$ cat src/rtl/dac_soft_mute_seq_if.sv
// DSP-to-DAC sample/control bundle for the soft-mute sequencer.
// master drives samples and requests; slave returns gained sample, applied selects and status.
interface dac_soft_mute_seq_if #(
  parameter int DW = 24
);
  logic          fs_en;
  logic [DW-1:0] din;
  logic          play_req;
  logic          isi_req;
  logic          mis_req;
  logic [DW-1:0] dout;
  logic          isi_sel;
  logic          mis_sel;
  logic [1:0]    state_o;
  logic          busy;

  modport master (
    output fs_en, din, play_req, isi_req, mis_req,
    input  dout, isi_sel, mis_sel, state_o, busy
  );

  modport slave (
    input  fs_en, din, play_req, isi_req, mis_req,
    output dout, isi_sel, mis_sel, state_o, busy
  );
endinterface

$ cat src/rtl/dac_soft_mute_seq.sv
// Soft-mute gain ramp and deferred ISI/MIS select update in front of the audio DAC datapath.
// Latency 1 m_clk after fs_en, no backpressure; optional zero-cross stepping via DAC_SOFT_MUTE_ZC_EN.
module dac_soft_mute_seq #(
  parameter int DW   = 24,
  parameter int STEP = 1
) (
  input  logic                  m_clk,
  input  logic                  rst_n,
  dac_soft_mute_seq_if.slave    bus
);

  typedef enum logic [1:0] {
    MUTED     = 2'd0,
    RAMP_UP   = 2'd1,
    PLAY      = 2'd2,
    RAMP_DOWN = 2'd3
  } state_t;

  localparam logic [8:0] GAIN_MAX = 9'd256;
  localparam logic [9:0] STEP_W   = 10'(STEP);

  state_t        state_q, state_d;
  logic [8:0]    gain_q, gain_d;
  logic [DW-1:0] dout_q, dout_d;
  logic          isi_q, isi_d;
  logic          mis_q, mis_d;
  logic          busy_q, busy_d;

  logic                 cfg_ok;
  logic                 exit_req;
  logic                 step_ok;
  logic [9:0]           up_sum;
  logic [8:0]           gain_up;
  logic [8:0]           gain_dn;
  logic signed [DW+9:0] din_x;
  logic signed [DW+9:0] gain_x;
  logic signed [DW+9:0] prod;
  logic                 unused_prod_bits;

`ifdef DAC_SOFT_MUTE_ZC_EN
  logic [5:0] cnt_q, cnt_d;
  logic       sign_q, sign_d;
`endif

  // Taking bits [DW+7:8] of the full product is the arithmetic >>> 8 (floor toward -inf).
  always_comb begin
    din_x  = {{10{bus.din[DW-1]}}, bus.din};
    gain_x = {{(DW+1){1'b0}}, gain_q};
    prod   = din_x * gain_x;
    dout_d = prod[DW+7:8];
    unused_prod_bits = ^{prod[DW+9:DW+8], prod[7:0]};
  end

  always_comb begin
    cfg_ok   = (bus.isi_req == isi_q) && (bus.mis_req == mis_q);
    exit_req = !bus.play_req || !cfg_ok;
    up_sum   = {1'b0, gain_q} + STEP_W;
    gain_up  = (up_sum >= 10'd256) ? GAIN_MAX : up_sum[8:0];
    gain_dn  = ({1'b0, gain_q} <= STEP_W) ? 9'd0 : (gain_q - STEP_W[8:0]);
`ifdef DAC_SOFT_MUTE_ZC_EN
    step_ok  = (bus.din[DW-1] != sign_q) || (cnt_q == 6'd63);
`else
    step_ok  = 1'b1;
`endif
  end

  always_comb begin
    state_d = state_q;
    gain_d  = gain_q;
    isi_d   = isi_q;
    mis_d   = mis_q;
    case (state_q)
      MUTED: begin
        isi_d = bus.isi_req;
        mis_d = bus.mis_req;
        if (bus.play_req && cfg_ok) begin
          state_d = RAMP_UP;
        end
      end
      RAMP_UP: begin
        if (exit_req) begin
          state_d = RAMP_DOWN;
        end else if (step_ok) begin
          gain_d = gain_up;
          if (gain_up == GAIN_MAX) begin
            state_d = PLAY;
          end
        end
      end
      PLAY: begin
        if (exit_req) begin
          state_d = RAMP_DOWN;
        end
      end
      RAMP_DOWN: begin
        // Ramp-down always runs to silence so a select change can never land mid-signal.
        if (step_ok) begin
          gain_d = gain_dn;
          if (gain_dn == 9'd0) begin
            state_d = MUTED;
          end
        end
      end
      default: state_d = MUTED;
    endcase
    busy_d = (state_d == RAMP_UP) || (state_d == RAMP_DOWN);
  end

`ifdef DAC_SOFT_MUTE_ZC_EN
  always_comb begin
    sign_d = bus.din[DW-1];
    cnt_d  = cnt_q + 6'd1;
    if (!busy_d || (state_d != state_q) || (gain_d != gain_q)) begin
      cnt_d = 6'd0;
    end
  end

  always_ff @(posedge m_clk or negedge rst_n) begin
    if (!rst_n) begin
      cnt_q  <= 6'd0;
      sign_q <= 1'b0;
    end else if (bus.fs_en) begin
      cnt_q  <= cnt_d;
      sign_q <= sign_d;
    end
  end
`endif

  always_ff @(posedge m_clk or negedge rst_n) begin
    if (!rst_n) begin
      state_q <= MUTED;
      gain_q  <= 9'd0;
      dout_q  <= '0;
      isi_q   <= 1'b0;
      mis_q   <= 1'b0;
      busy_q  <= 1'b0;
    end else if (bus.fs_en) begin
      state_q <= state_d;
      gain_q  <= gain_d;
      dout_q  <= dout_d;
      isi_q   <= isi_d;
      mis_q   <= mis_d;
      busy_q  <= busy_d;
    end
  end

  assign bus.dout    = dout_q;
  assign bus.isi_sel = isi_q;
  assign bus.mis_sel = mis_q;
  assign bus.state_o = state_q;
  assign bus.busy    = busy_q;

endmodule

$ cat src/flat_wrapper.sv
// flat-port wrapper written by rule: the top's interface ports become plain ports
module dac_soft_mute_seq_flat 
#(
  parameter int DW   = 24,
  parameter int STEP = 1
)
  (m_clk, rst_n, bus_fs_en, bus_din, bus_play_req, bus_isi_req, bus_mis_req, bus_dout, bus_isi_sel, bus_mis_sel, bus_state_o, bus_busy);
  dac_soft_mute_seq_if #(.DW(DW)) bus_i ();
  input  logic m_clk;
  input  logic rst_n;
  input wire logic [$bits(bus_i.fs_en)-1:0] bus_fs_en;
  input wire logic [$bits(bus_i.din)-1:0] bus_din;
  input wire logic [$bits(bus_i.play_req)-1:0] bus_play_req;
  input wire logic [$bits(bus_i.isi_req)-1:0] bus_isi_req;
  input wire logic [$bits(bus_i.mis_req)-1:0] bus_mis_req;
  output wire logic [$bits(bus_i.dout)-1:0] bus_dout;
  output wire logic [$bits(bus_i.isi_sel)-1:0] bus_isi_sel;
  output wire logic [$bits(bus_i.mis_sel)-1:0] bus_mis_sel;
  output wire logic [$bits(bus_i.state_o)-1:0] bus_state_o;
  output wire logic [$bits(bus_i.busy)-1:0] bus_busy;
  assign bus_i.fs_en = bus_fs_en;
  assign bus_i.din = bus_din;
  assign bus_i.play_req = bus_play_req;
  assign bus_i.isi_req = bus_isi_req;
  assign bus_i.mis_req = bus_mis_req;
  assign bus_dout = bus_i.dout;
  assign bus_isi_sel = bus_i.isi_sel;
  assign bus_mis_sel = bus_i.mis_sel;
  assign bus_state_o = bus_i.state_o;
  assign bus_busy = bus_i.busy;
  dac_soft_mute_seq #(.DW(DW), .STEP(STEP)) u_core (.m_clk(m_clk), .rst_n(rst_n), .bus(bus_i));
endmodule
$ cat config.mk
export PLATFORM = sky130hd
export DESIGN_NAME = dac_soft_mute_seq_flat
export DESIGN_NICKNAME = d
export VERILOG_FILES = /design/src/rtl/dac_soft_mute_seq_if.sv /design/src/rtl/dac_soft_mute_seq.sv /design/src/flat_wrapper.sv
export SDC_FILE = /design/constraint.sdc
export NUM_CORES = 1
export LEC_CHECK = 0
export CORE_UTILIZATION = 30
export CTS_BUF_LIST = sky130_fd_sc_hd__clkbuf_16
export DETAILED_ROUTE_END_ITERATION = 12
export GPL_TIMING_DRIVEN = 0
export SETUP_SLACK_MARGIN = 0.15
export SYNTH_ARGS = -nofsm -noshare
export SYNTH_HDL_FRONTEND = slang
export SYNTH_SLANG_ARGS = --single-unit
$ cat constraint.sdc
create_clock -name m_clk -period 6.6 [get_ports m_clk]
set_clock_uncertainty 0.05 [all_clocks]
set_input_delay 0.99 -clock m_clk [delete_from_list [all_inputs] [get_ports m_clk]]
set_output_delay 0.99 -clock m_clk [all_outputs]
set_load 0.005 [all_outputs]
==> results of run 1 <==
[cell usage in the layout, fill, tap and decap left out, drive strengths merged, types with 5 or more instances in the layout]
master and count:
xnor2 19, a21o 7, clkbuf 41, and2 101, xor2 12, dfrtp 37
nor3 9, ha 69, o311ai 5, nand3 14, and3 5, clkdlybuf4s50 36
o31ai 5, inv 203, nor2 25, nand2 146, buf 18, mux2 14
a21oi 30, fa 170, o21ai 21, nand4 6
[logic make-up after synthesis]
kind of cell    count (synthesis)  share of synthesized area
simple gates                  330                      0.182
buf+inv                       257                      0.109
fa+ha+maj                     239                      0.476
compound gates                103                     0.0794
flops                          37                      0.103
xor+xnor                       31                     0.0303
mux                            15                     0.0191
[metal layers]
metal	part of all wire	wire length (um)	up-vias	GRT usage
met2	0.51	11800	110	0.287
met5	0	0	-	0
met1	0.44	9990	3457	0.204
li1	-	-	3200	-
met3	0.038	869	24	0.0189
met4	0.010	238	0	0.0246
[sequential cells by signal, indices dropped and copies added (netlist names)]
name and count:
u_core.bus.dout 24, u_core.gain_q 9, u_core.bus.busy 1, u_core.bus.isi_sel 1, u_core.bus.mis_sel 1, u_core.bus.state_o 1
[cells in the mapped netlist, types with 5 or more instances]
cell      count  area (sq um)
inv_1       203           762
fa_1        170          3400
nand2_1     146           548
and2_1      101           632
ha_1         69           863
dfrtp_1      37           926
clkbuf_1     34           128
a21oi_1      28           140
nor2_1       25          93.8
o21ai_0      21           105
xnor2_1      19           166
buf_1        15          56.3
mux2_2       14           158
nand3_1      14          70.1
xor2_1       12           105
nor3_1        9          45.0
a21o_1        7          52.6
nand4_1       6          37.5
and3_1        5          31.3
[cell type report]
type	count	area [sq um]	share of cell area
buffer	52	228	0.0227
clock buffer	5	125	0.0125
clock inverter	2	11.3	0.00112
inverter	204	766	0.0763
multi-input combinational	719	7070	0.705
sequential	37	926	0.0922
tap	384	480	0.0479
timing repair buffer	42	429	0.0428
[per-stage QoR]
| stage | hold WS [ns] | instances |
|---|---|---|
| 2_1_floorplan | 0.420 | 1012 |
| 3_3_place_gp | 0.427 | 1437 |
| 3_5_place_dp | 0.430 | 1438 |
| 4_1_cts | 0.454 | 1445 |
| 5_1_grt | 0.481 | 1445 |
| 6_report | 0.450 | 1445 |
[worst paths after layout]
kind	to
min reg2reg	u_core.bus.dout[4]
max	u_core.bus.dout[14]
min in group asynchronous	u_core.gain_q[2]
min	u_core.bus.dout[4]
max reg2reg	u_core.bus.dout[14]
max in group asynchronous	u_core.bus.dout[9]
[timing repair]
action                     4_1_cts  5_1_grt
gates cloned                     0        1
pin swaps                        0        1
resized for setup               10       20
setup endpoints to repair       12       13
[critical path, cell delays in order]
cell and delay, ns:
clkdlybuf4s15_1 0.40, and2_1 0.31, fa_1 0.50, fa_1 0.58, fa_1 0.43, fa_1 0.51, inv_1 0.06, fa_1 0.49
inv_1 0.05, ha_1 0.33, and4_1 0.25, a221oi_2 0.32, o21a_1 0.29, a21oi_2 0.14, or4_1 0.49, a31o_2 0.26
==> run summary, run 1 <==
The HPWL after detailed placement is 18.6 mm, and the floorplan die height is 175 um. For the total clock buffers created by CTS, the log shows 5. The die outline width works out to 175 um. Count of cells along the worst register-to-register path: 18. The initial antenna violation count is 0, and the reported max-cap violation count is 0. The startpoint identified for the worst hold timing path is u_core.bus.dout[4]. For the required time at the worst-slack endpoint, the log shows 6.72 ns. The slew of the pin with the lowest slew margin was 0.629 ns.

In this run the clock root is driven by a clkbuf_16. The share of synthesized area occupied by flip-flops and latches came out at 0.103. The number of nets in the final layout came out at 1330.

In this run the worst setup path begins at bus_din[8]. Port buffering added 41 buffers. The total global routing overflow is 0.

The final estimated routing congestion in global placement was 0.865. The type of destination of the critical path is a flip-flop. The worst setup slack after placement came out at -0.253 ns. Post-detailed-route DRC marker count: 0.

The routed length per instance was 15.8 um. The flow ran to the end, and the final reports show no timing, DRC or antenna violations. After clock tree synthesis, the clock-pin slew on the worst setup and hold paths is 0.06 ns. The fraction of layout cells with a size suffix above 1 is 0.0547. Dividing the detail-routed via count by the number of cells gives 4.70.

Summing all placed instances gives a cell area of 9860 sq um. Effective utilization at floorplan: 0.309. The logs give 1012 for the count of mapped cells out of synthesis and 6.38 ns for the data arrival time of the critical path. The number of DRC markers after the initial detailed-route iteration is 256, and the depth of the worst hold-timing path is 1. Hold repair after CTS inserted 0 buffers. The flop and latch count out of synthesis is 37. The most used flip-flop cell after synthesis was dfrtp_1. 0 antenna diodes ended up in the layout. In this run the critical register-to-register path is launched from u_core.gain_q[6]. After routing the design area is 10000 sq um. 59 I/O pins were placed. Counting along the longest clock path gives a buffer depth of 2. The type of the worst setup path was in2reg. For this block, the routed nets add up to 22.9 mm of wire. From synthesis to final layout, the design area changed by 12.1%. Of all nets on the critical path, the largest fanout is 9.

For the worst-skew pair, the clock arrives at the later sink with an insertion delay of 0.29 ns. For the die area, the log shows 30500 sq um. Global-route wire length before repair: 38.1 mm. Final critical-path required period: 6.25 ns. The worst setup path is launched from a primary input.

For the synthesized net count, the log shows 1281. Setup repair after global routing could not meet its margin everywhere. The share of the clock period used by the worst path is 0.948, and the maximum achievable frequency is 160 MHz. The async set or reset register ratio after synthesis works out to 1.00.

The total setup buffers inserted after CTS came out at 0. For the final count of pins violating max slew, the log shows 0. The tools report the setup TNS as 0 ns. The total area inside the core boundary comes to 29000 sq um. The number of sinks driven by the clock tree came out at 37. The synthesized netlist contains 64 unique library cells. The tools report the total track usage as 0.158.

The clock tree synthesis step divided the H-tree into 2 levels. A synthesized cell averages 8.85 sq um. The post-detailed-route count of antenna-violating nets came out at 0. The logs give 0 for the total number of yosys warnings and 0 for the final setup violation count. The pin count of the biggest net entering global routing is 38, and the via count of the first global-routing pass is 7416. The logs give 62 for the standard-cell row count and 6791 for the via count of the routed design.

The run gives 0.346 as the share of the core filled with cells. The number of enable-type register cells in the synthesized netlist is 0. The headroom to the max-slew limit came out at 0.580. The cell area that synthesis handed to floorplanning was 8950 sq um. The count of final hold-check violations is 0, and the worst-case setup margin in the final layout is 0.346 ns. Class of the most critical hold timing path: reg2reg. After filler insertion, the fill cell instance count of the layout stands at 3070.

For this run, the detailed router's first-pass iteration total came to 4. Across all register-to-register paths, the minimum setup slack is 0.44 ns. TritonCTS built the clock tree.
Power of run 1 is not shown: default switching activity piles up to over one toggle a cycle in this logic, so the estimate is an artifact.
==> run 2, diff against run 1 <==
--- a/config.mk
+++ b/config.mk
@@ -5,6 +5,7 @@
 export SDC_FILE = /design/constraint.sdc
 export NUM_CORES = 1
 export LEC_CHECK = 0
+export ABC_CLOCK_PERIOD_IN_PS = 6600
 export CORE_UTILIZATION = 30
 export CTS_BUF_LIST = sky130_fd_sc_hd__clkbuf_16
 export DETAILED_ROUTE_END_ITERATION = 12
==> results of run 2 <==
The final DEF is identical to that of run 1; final timing and power are the same.
Power of run 2 is left out for the same reason.
==> run 3, diff against run 2 <==
--- a/config.mk
+++ b/config.mk
@@ -10,6 +10,7 @@
 export CTS_BUF_LIST = sky130_fd_sc_hd__clkbuf_16
 export DETAILED_ROUTE_END_ITERATION = 12
 export GPL_TIMING_DRIVEN = 0
+export HOLD_SLACK_MARGIN = 0.05
 export SETUP_SLACK_MARGIN = 0.15
 export SYNTH_ARGS = -nofsm -noshare
 export SYNTH_HDL_FRONTEND = slang
==> results of run 3 <==
The final DEF is identical to that of run 1; final timing and power are the same.
Power of run 3 is left out for the same reason.
